--- config.mk ---
export PLATFORM = sky130hd
export DESIGN_NAME = uart_imem_loader_flat
export DESIGN_NICKNAME = d
export VERILOG_FILES = /design/src/rtl/uart_imem_loader_if.sv /design/src/rtl/uart_imem_loader.sv /design/src/flat_wrapper.sv
export SDC_FILE = /design/constraint.sdc
export NUM_CORES = 1
export LEC_CHECK = 0
export ABC_AREA = 1
export BUFFER_PORTS_ARGS = -buffer_cell sky130_fd_sc_hd__buf_2
export CORE_MARGIN = 2
export CORE_UTILIZATION = 45
export CTS_BUF_LIST = sky130_fd_sc_hd__clkbuf_2
export DETAILED_ROUTE_END_ITERATION = 7
export GPL_TIMING_DRIVEN = 0
export PLACE_DENSITY = 0.65
export REMOVE_ABC_BUFFERS = 1
export SETUP_SLACK_MARGIN = 0.3
export SLEW_MARGIN = 20
export SYNTH_ARGS = -nofsm -noshare
export SYNTH_HDL_FRONTEND = slang
export SYNTH_SLANG_ARGS = --single-unit
--- constraint.sdc ---
create_clock -name clk -period 7.7 [get_ports clk]
set_clock_uncertainty 0.2 [all_clocks]
set_input_delay 1.54 -clock clk [delete_from_list [all_inputs] [get_ports clk]]
set_output_delay 1.54 -clock clk [all_outputs]
set_load 0.01 [all_outputs]
--- src/rtl/uart_imem_loader_if.sv ---
// UART receive side and IMEM write / status side of the boot loader.
interface uart_imem_loader_if #(
  parameter int ADDR_W = 8
);
  logic              rx_valid;
  logic [7:0]        rx_data;
  logic              rx_break;
  logic              imem_we;
  logic [ADDR_W-1:0] imem_addr;
  logic [31:0]       imem_wdata;
  logic              write_done;
  logic              cpu_rst;
  logic [ADDR_W:0]   word_count;
  logic              overflow;
  logic              timeout_err;

  modport master (
    input  rx_valid, rx_data, rx_break,
    output imem_we, imem_addr, imem_wdata, write_done, cpu_rst,
           word_count, overflow, timeout_err
  );

  modport slave (
    output rx_valid, rx_data, rx_break,
    input  imem_we, imem_addr, imem_wdata, write_done, cpu_rst,
           word_count, overflow, timeout_err
  );
endinterface

--- src/rtl/uart_imem_loader.sv ---
// Boot loader: packs UART bytes LSB-first into 32-bit words, writes them to
// consecutive IMEM addresses and releases the core after the end marker.
module uart_imem_loader #(
  parameter int          ADDR_W      = 8,
  parameter logic [31:0] END_MARKER  = 32'hFFFF_FFFF,
  parameter int          TIMEOUT_CYC = 1000000
) (
  input logic               clk,
  input logic               rst,
  uart_imem_loader_if.master bus
);

  localparam int TMR_W = (TIMEOUT_CYC > 1) ? $clog2(TIMEOUT_CYC) : 1;
  localparam logic [TMR_W-1:0]  TMR_LAST  = TMR_W'(TIMEOUT_CYC - 1);
  localparam logic [ADDR_W-1:0] ADDR_LAST = '1;
  localparam logic [ADDR_W:0]   CNT_MAX   = {1'b1, {ADDR_W{1'b0}}};

  typedef enum logic [1:0] {S_COLLECT, S_WRITE, S_DONE} state_t;

  state_t            state, state_next;
  logic [1:0]        k;
  logic [31:0]       shift;
  logic [31:0]       word;
  logic [ADDR_W-1:0] addr;
  logic [ADDR_W:0]   cnt;
  logic [TMR_W-1:0]  timer;
  logic              ovf;
  logic              tmo;
  logic [31:0]       full_word;

  assign full_word = {bus.rx_data, shift[23:0]};

  always_ff @(posedge clk or posedge rst) begin
    if (rst) state <= S_COLLECT;
    else     state <= state_next;
  end

  always_comb begin
    state_next     = state;
    bus.imem_we    = 1'b0;
    bus.write_done = 1'b0;
    bus.cpu_rst    = 1'b1;
    case (state)
      S_COLLECT: begin
        if (bus.rx_valid && !bus.rx_break && k == 2'd3)
          state_next = (full_word == END_MARKER) ? S_DONE : S_WRITE;
      end
      S_WRITE: begin
        bus.imem_we = 1'b1;
        state_next  = (addr == ADDR_LAST) ? S_DONE : S_COLLECT;
      end
      S_DONE: begin
        bus.write_done = 1'b1;
        bus.cpu_rst    = 1'b0;
      end
      default: state_next = S_COLLECT;
    endcase
  end

  // Break takes priority over a coincident byte; a byte beats timer expiry.
  always_ff @(posedge clk or posedge rst) begin
    if (rst) begin
      k     <= '0;
      shift <= '0;
      word  <= '0;
      addr  <= '0;
      cnt   <= '0;
      timer <= '0;
      ovf   <= 1'b0;
      tmo   <= 1'b0;
    end else begin
      case (state)
        S_COLLECT: begin
          if (bus.rx_break) begin
            k     <= '0;
            shift <= '0;
            timer <= '0;
          end else if (bus.rx_valid) begin
            shift[{k, 3'b000} +: 8] <= bus.rx_data;
            k     <= k + 2'd1;
            timer <= '0;
            if (k == 2'd3) word <= full_word;
          end else if (k != 2'd0) begin
            if (timer == TMR_LAST) begin
              k     <= '0;
              shift <= '0;
              timer <= '0;
              tmo   <= 1'b1;
            end else begin
              timer <= timer + 1'b1;
            end
          end
        end
        S_WRITE: begin
          if (addr == ADDR_LAST) ovf  <= 1'b1;
          else                   addr <= addr + 1'b1;
          if (cnt != CNT_MAX) cnt <= cnt + 1'b1;
          timer <= '0;
          // A byte arriving during the write cycle starts the next word.
          if (bus.rx_valid) begin
            shift <= {24'd0, bus.rx_data};
            k     <= 2'd1;
          end else begin
            shift <= '0;
            k     <= '0;
          end
        end
        default: ;
      endcase
    end
  end

  assign bus.imem_addr   = addr;
  assign bus.imem_wdata  = word;
  assign bus.word_count  = cnt;
  assign bus.overflow    = ovf;
  assign bus.timeout_err = tmo;

endmodule

--- src/flat_wrapper.sv ---
// flat-port wrapper written by rule: the top's interface ports become plain ports
module uart_imem_loader_flat 
#(
  parameter int          ADDR_W      = 8,
  parameter logic [31:0] END_MARKER  = 32'hFFFF_FFFF,
  parameter int          TIMEOUT_CYC = 1000000
)
  (clk, rst, bus_rx_valid, bus_rx_data, bus_rx_break, bus_imem_we, bus_imem_addr, bus_imem_wdata, bus_write_done, bus_cpu_rst, bus_word_count, bus_overflow, bus_timeout_err);
  uart_imem_loader_if #(.ADDR_W(ADDR_W)) bus_i ();
  input logic clk;
  input logic rst;
  input wire logic [$bits(bus_i.rx_valid)-1:0] bus_rx_valid;
  input wire logic [$bits(bus_i.rx_data)-1:0] bus_rx_data;
  input wire logic [$bits(bus_i.rx_break)-1:0] bus_rx_break;
  output wire logic [$bits(bus_i.imem_we)-1:0] bus_imem_we;
  output wire logic [$bits(bus_i.imem_addr)-1:0] bus_imem_addr;
  output wire logic [$bits(bus_i.imem_wdata)-1:0] bus_imem_wdata;
  output wire logic [$bits(bus_i.write_done)-1:0] bus_write_done;
  output wire logic [$bits(bus_i.cpu_rst)-1:0] bus_cpu_rst;
  output wire logic [$bits(bus_i.word_count)-1:0] bus_word_count;
  output wire logic [$bits(bus_i.overflow)-1:0] bus_overflow;
  output wire logic [$bits(bus_i.timeout_err)-1:0] bus_timeout_err;
  assign bus_i.rx_valid = bus_rx_valid;
  assign bus_i.rx_data = bus_rx_data;
  assign bus_i.rx_break = bus_rx_break;
  assign bus_imem_we = bus_i.imem_we;
  assign bus_imem_addr = bus_i.imem_addr;
  assign bus_imem_wdata = bus_i.imem_wdata;
  assign bus_write_done = bus_i.write_done;
  assign bus_cpu_rst = bus_i.cpu_rst;
  assign bus_word_count = bus_i.word_count;
  assign bus_overflow = bus_i.overflow;
  assign bus_timeout_err = bus_i.timeout_err;
  uart_imem_loader #(.ADDR_W(ADDR_W), .END_MARKER(END_MARKER), .TIMEOUT_CYC(TIMEOUT_CYC)) u_core (.clk(clk), .rst(rst), .bus(bus_i));
endmodule
==> run_results.csv <==
group,metric,value,unit
worst_setup_path,cp_cell_sequence,"inv_1, nor2_1, inv_1, buf_2",
global_route,antenna_found_initial,0,
worst_setup_path,rr_worst_depth,9,
route,first_pass_iters,4,
timing,relSlewSlack,0.564,
timing,fin_crit,3.22,ns
route,drc_errors,0,
pwr,combPwrFrac,0.037,
logic_synthesis,ys_types,30,
floorplan,rows,38,
timing,hold_viol_final,0,
clocking,clock-root-buffer,"clkbuf_2",
worst_setup_path,critPathCapture,"bus_cpu_rst",
floorplan,die-width,109,um
worst_setup_path,max_stage_delay,0.48,ns
worst_setup_path,cp_common_cell,"inv_1",
logic_synthesis,ys_seq_area_frac,0.497,
final_layout,insertedDiodeCount,0,
placement,dp_hpwl,7820,um
floorplan,die_y,109,um
worst_setup_path,r2r_start,"u_core.k[0]$_DFFE_PP0P_",
clocking,clkTransAtPathRegs,0.27,ns
global_route,grt_use_total,0.191,
worst_setup_path,worstPathMaxFanout,3,
logic_synthesis,synthesis.area,4980,sq um
clocking,cts_tree,"done",
floorplan,ioPinCount,66,
timing,finalCritPeriodShare,0.418,
final_layout,nets,717,
logic_synthesis,syn_avg_cell_area,7.87,sq um
clocking,clk_latency,0.58,ns
worst_setup_path,crit_arrival,1.48,ns
pwr,internal_power,0.000671,W
route,wl_per_cell,12.9,um
clocking,numCtsBuffers,9,
logic_synthesis,ys_ff_latch,99,
pwr,power_leakage,2.96,nW
pwr,ir_drop,0.0839,mV
final_layout,finish.utilization,0.516,
global_route,grt_overflow,0,
worst_setup_path,crit_path_start_kind,"register",
worst_setup_path,crit_path_end_kind,"primary output",
pwr,powerDensity,157,nW/um^2
worst_hold_path,hold_class,"register to register",
clocking,holdBufCountCts,0,
worst_setup_path,slowest_stage,"dfrtp_1",
final_layout,drive_gt1_frac,0.143,
pwr,p_clk_frac,0.369,
timing,worstMarginPinSlew,0.653,ns
route,ant_nets,0,
floorplan,initial_core_util,0.460,
route,routed_wl,10800,um
worst_setup_path,crit_start,"u_core.state[1]$_DFFE_PP0P_",
clocking,cts_setup_buffers,0,
flow_run,drv_cap,0,
timing,rsz0062_at_grt,"false",
worst_setup_path,criticalPathCategory,"register to primary output",
global_route,grt_max_degree,52,
timing,slew_violations,0,
pwr,p_sw,0.000208,W
worst_setup_path,r2r_end,"u_core.timer[7]$_DFFE_PP0P_",
clocking,cts_repair_resize_count,0,
timing,setup_viol,0,
timing,fmax,310,MHz
pwr,sw_frac_of_total,0.237,
outcome,outcome,"finished, final reports clean",
route,via_count,4180,
floorplan,die_area,11900,sq um
route,drtIter0Drc,205,
logic_synthesis,postSynthCellCount,633,
placement,gp_congestion,0.841,
timing,tns,0,ns
floorplan,core_region_area,10800,sq um
logic_synthesis,yosysWarningCount,0,
worst_setup_path,cp.required,5.96,ns
pwr,total_power,0.000879,W
global_route,first_global_vias,3984,
pwr,power_frac_seq,0.594,
clocking,cts.path.max_buffers,2,
route,routed_via_density,4.97,
global_route,grt_first_pass_wirelength,18000,um
worst_setup_path,rrSetupSlack,5.28,ns
clocking,cts.sinks,99,
clocking,cts_htree_levels,3,
final_layout,area_growth,12.3,%
timing,hold_ws,0.303,ns
placement,portBuffers,65,
==> layer usage <==
| metal | global-route usage | vias to the layer above | part of all wire |
|---|---|---|---|
| met5 | 0 | - | 0 |
| met4 | 0.0624 | 0 | 0.018 |
| met3 | 0.0359 | 13 | 0.042 |
| met2 | 0.321 | 79 | 0.47 |
| met1 | 0.250 | 1952 | 0.47 |
| li1 | - | 2136 | - |
==> worst max-delay path, delay by kind of cell (launching register included) <==
kind	cells	cell delay [ns]
buffers and inverters	3	0.30
flip-flops	1	0.48
AND/OR/NAND/NOR	1	0.14
==> metrics by stage <==
step | std cells | cell area [sq um] | setup WS (ns)
2_1_floorplan | 619 | 4900 | 3.37
3_3_place_gp | 824 | 5400 | 2.29
3_5_place_dp | 825 | 5430 | 4.27
4_1_cts | 841 | 5600 | 4.41
5_1_grt | 841 | 5600 | 4.34
6_report | 841 | 5600 | 4.48
==> area by class of cell <==
cell class                 count  area (sq um)
fill                        1072          5240
sequential                    99          2480
multi-input combinational    452          2160
timing repair buffer          66           353
inverter                      68           262
tap                          140           175
clock inverter                 7           123
clock buffer                   9          45.0
==> worst min path at each step <==
stage                                               startpoint                                    to  slack (ns)  cells after the start
after floorplan                    u_core.shift[0]$_DFFE_PP0P_           u_core.shift[0]$_DFFE_PP0P_        0.24                      2
after global placement    u_core.bus.imem_wdata[5]$_DFFE_PP0P_  u_core.bus.imem_wdata[5]$_DFFE_PP0P_        0.25                      2
after detailed placement  u_core.bus.imem_wdata[9]$_DFFE_PP0P_  u_core.bus.imem_wdata[9]$_DFFE_PP0P_        0.25                      2
after CTS                 u_core.bus.imem_wdata[9]$_DFFE_PP0P_  u_core.bus.imem_wdata[9]$_DFFE_PP0P_        0.31                      2
after global routing      u_core.bus.imem_wdata[7]$_DFFE_PP0P_  u_core.bus.imem_wdata[7]$_DFFE_PP0P_        0.33                      2
final                     u_core.bus.imem_wdata[9]$_DFFE_PP0P_  u_core.bus.imem_wdata[9]$_DFFE_PP0P_        0.30                      2
==> kinds of logic after synthesis <==
group           after synthesis  share of synthesized area
simple gates                383                      0.334
compound gates               40                     0.0417
buf+inv                      82                     0.0690
flops                        99                      0.497
xor+xnor                     20                     0.0351
fa+ha+maj                     9                     0.0226
==> layout by cell type (no fill, tap or decap), types with 4 or more instances in the layout <==
cell type,n
nand4_1,37
o21ai_0,28
nand3_1,27
buf_2,65
nand3_2,4
xor2_1,13
dfrtp_1,99
inv_1,61
xnor2_1,7
nor2_1,67
nor3_1,14
clkbuf_2,9
nand2_1,224
ha_1,9
a21oi_1,9
==> power groups by stage <==
stage | Combinational, W | Sequential (W) | Clock (W)
after floorplan | 0.0000192 | 0.000530 | 0
after global placement | 0.0000298 | 0.000531 | 0
after detailed placement | 0.0000328 | 0.000531 | 0
after CTS | 0.0000329 | 0.000522 | 0.000331
after global routing | 0.0000366 | 0.000523 | 0.000353
final | 0.0000322 | 0.000522 | 0.000325
==> registers in the layout, summed over array words and instances, names as in the netlist <==
signal                  flops
u_core.bus.imem_addr        8
u_core.bus.imem_wdata      32
u_core.bus.overflow         1
u_core.bus.timeout_err      1
u_core.bus.word_count       9
u_core.k                    2
u_core.shift               24
u_core.state                2
u_core.timer               20
==> Yosys cell counts <==
| cell | instances | share of area |
|---|---|---|
| a21boi_0 | 1 | 0.0015 |
| a21oi_1 | 9 | 0.0090 |
| buf_2 | 4 | 0.0040 |
| buf_4 | 4 | 0.0060 |
| buf_6 | 2 | 0.0045 |
| clkbuf_1 | 4 | 0.0030 |
| clkinv_1 | 2 | 0.0015 |
| clkinv_2 | 1 | 0.0010 |
| dfrtp_1 | 99 | 0.50 |
| ha_1 | 9 | 0.023 |
| inv_1 | 62 | 0.047 |
| inv_2 | 3 | 0.0023 |
| nand2_1 | 224 | 0.17 |
| nand2_4 | 2 | 0.0045 |
| nand3_1 | 27 | 0.027 |
| nand3_2 | 4 | 0.0080 |
| nand3_4 | 1 | 0.0035 |
| nand4_1 | 37 | 0.046 |
| nor2_1 | 67 | 0.050 |
| nor2_2 | 2 | 0.0025 |
| nor2_4 | 2 | 0.0045 |
| nor3_1 | 14 | 0.014 |
| nor3_2 | 1 | 0.0020 |
| o21ai_0 | 28 | 0.028 |
| o21bai_1 | 1 | 0.0015 |
| o31ai_1 | 1 | 0.0015 |
| or2_1 | 1 | 0.0013 |
| or2_2 | 1 | 0.0013 |
| xnor2_1 | 7 | 0.012 |
| xor2_1 | 13 | 0.023 |
(Power assumes the default switching activity.)
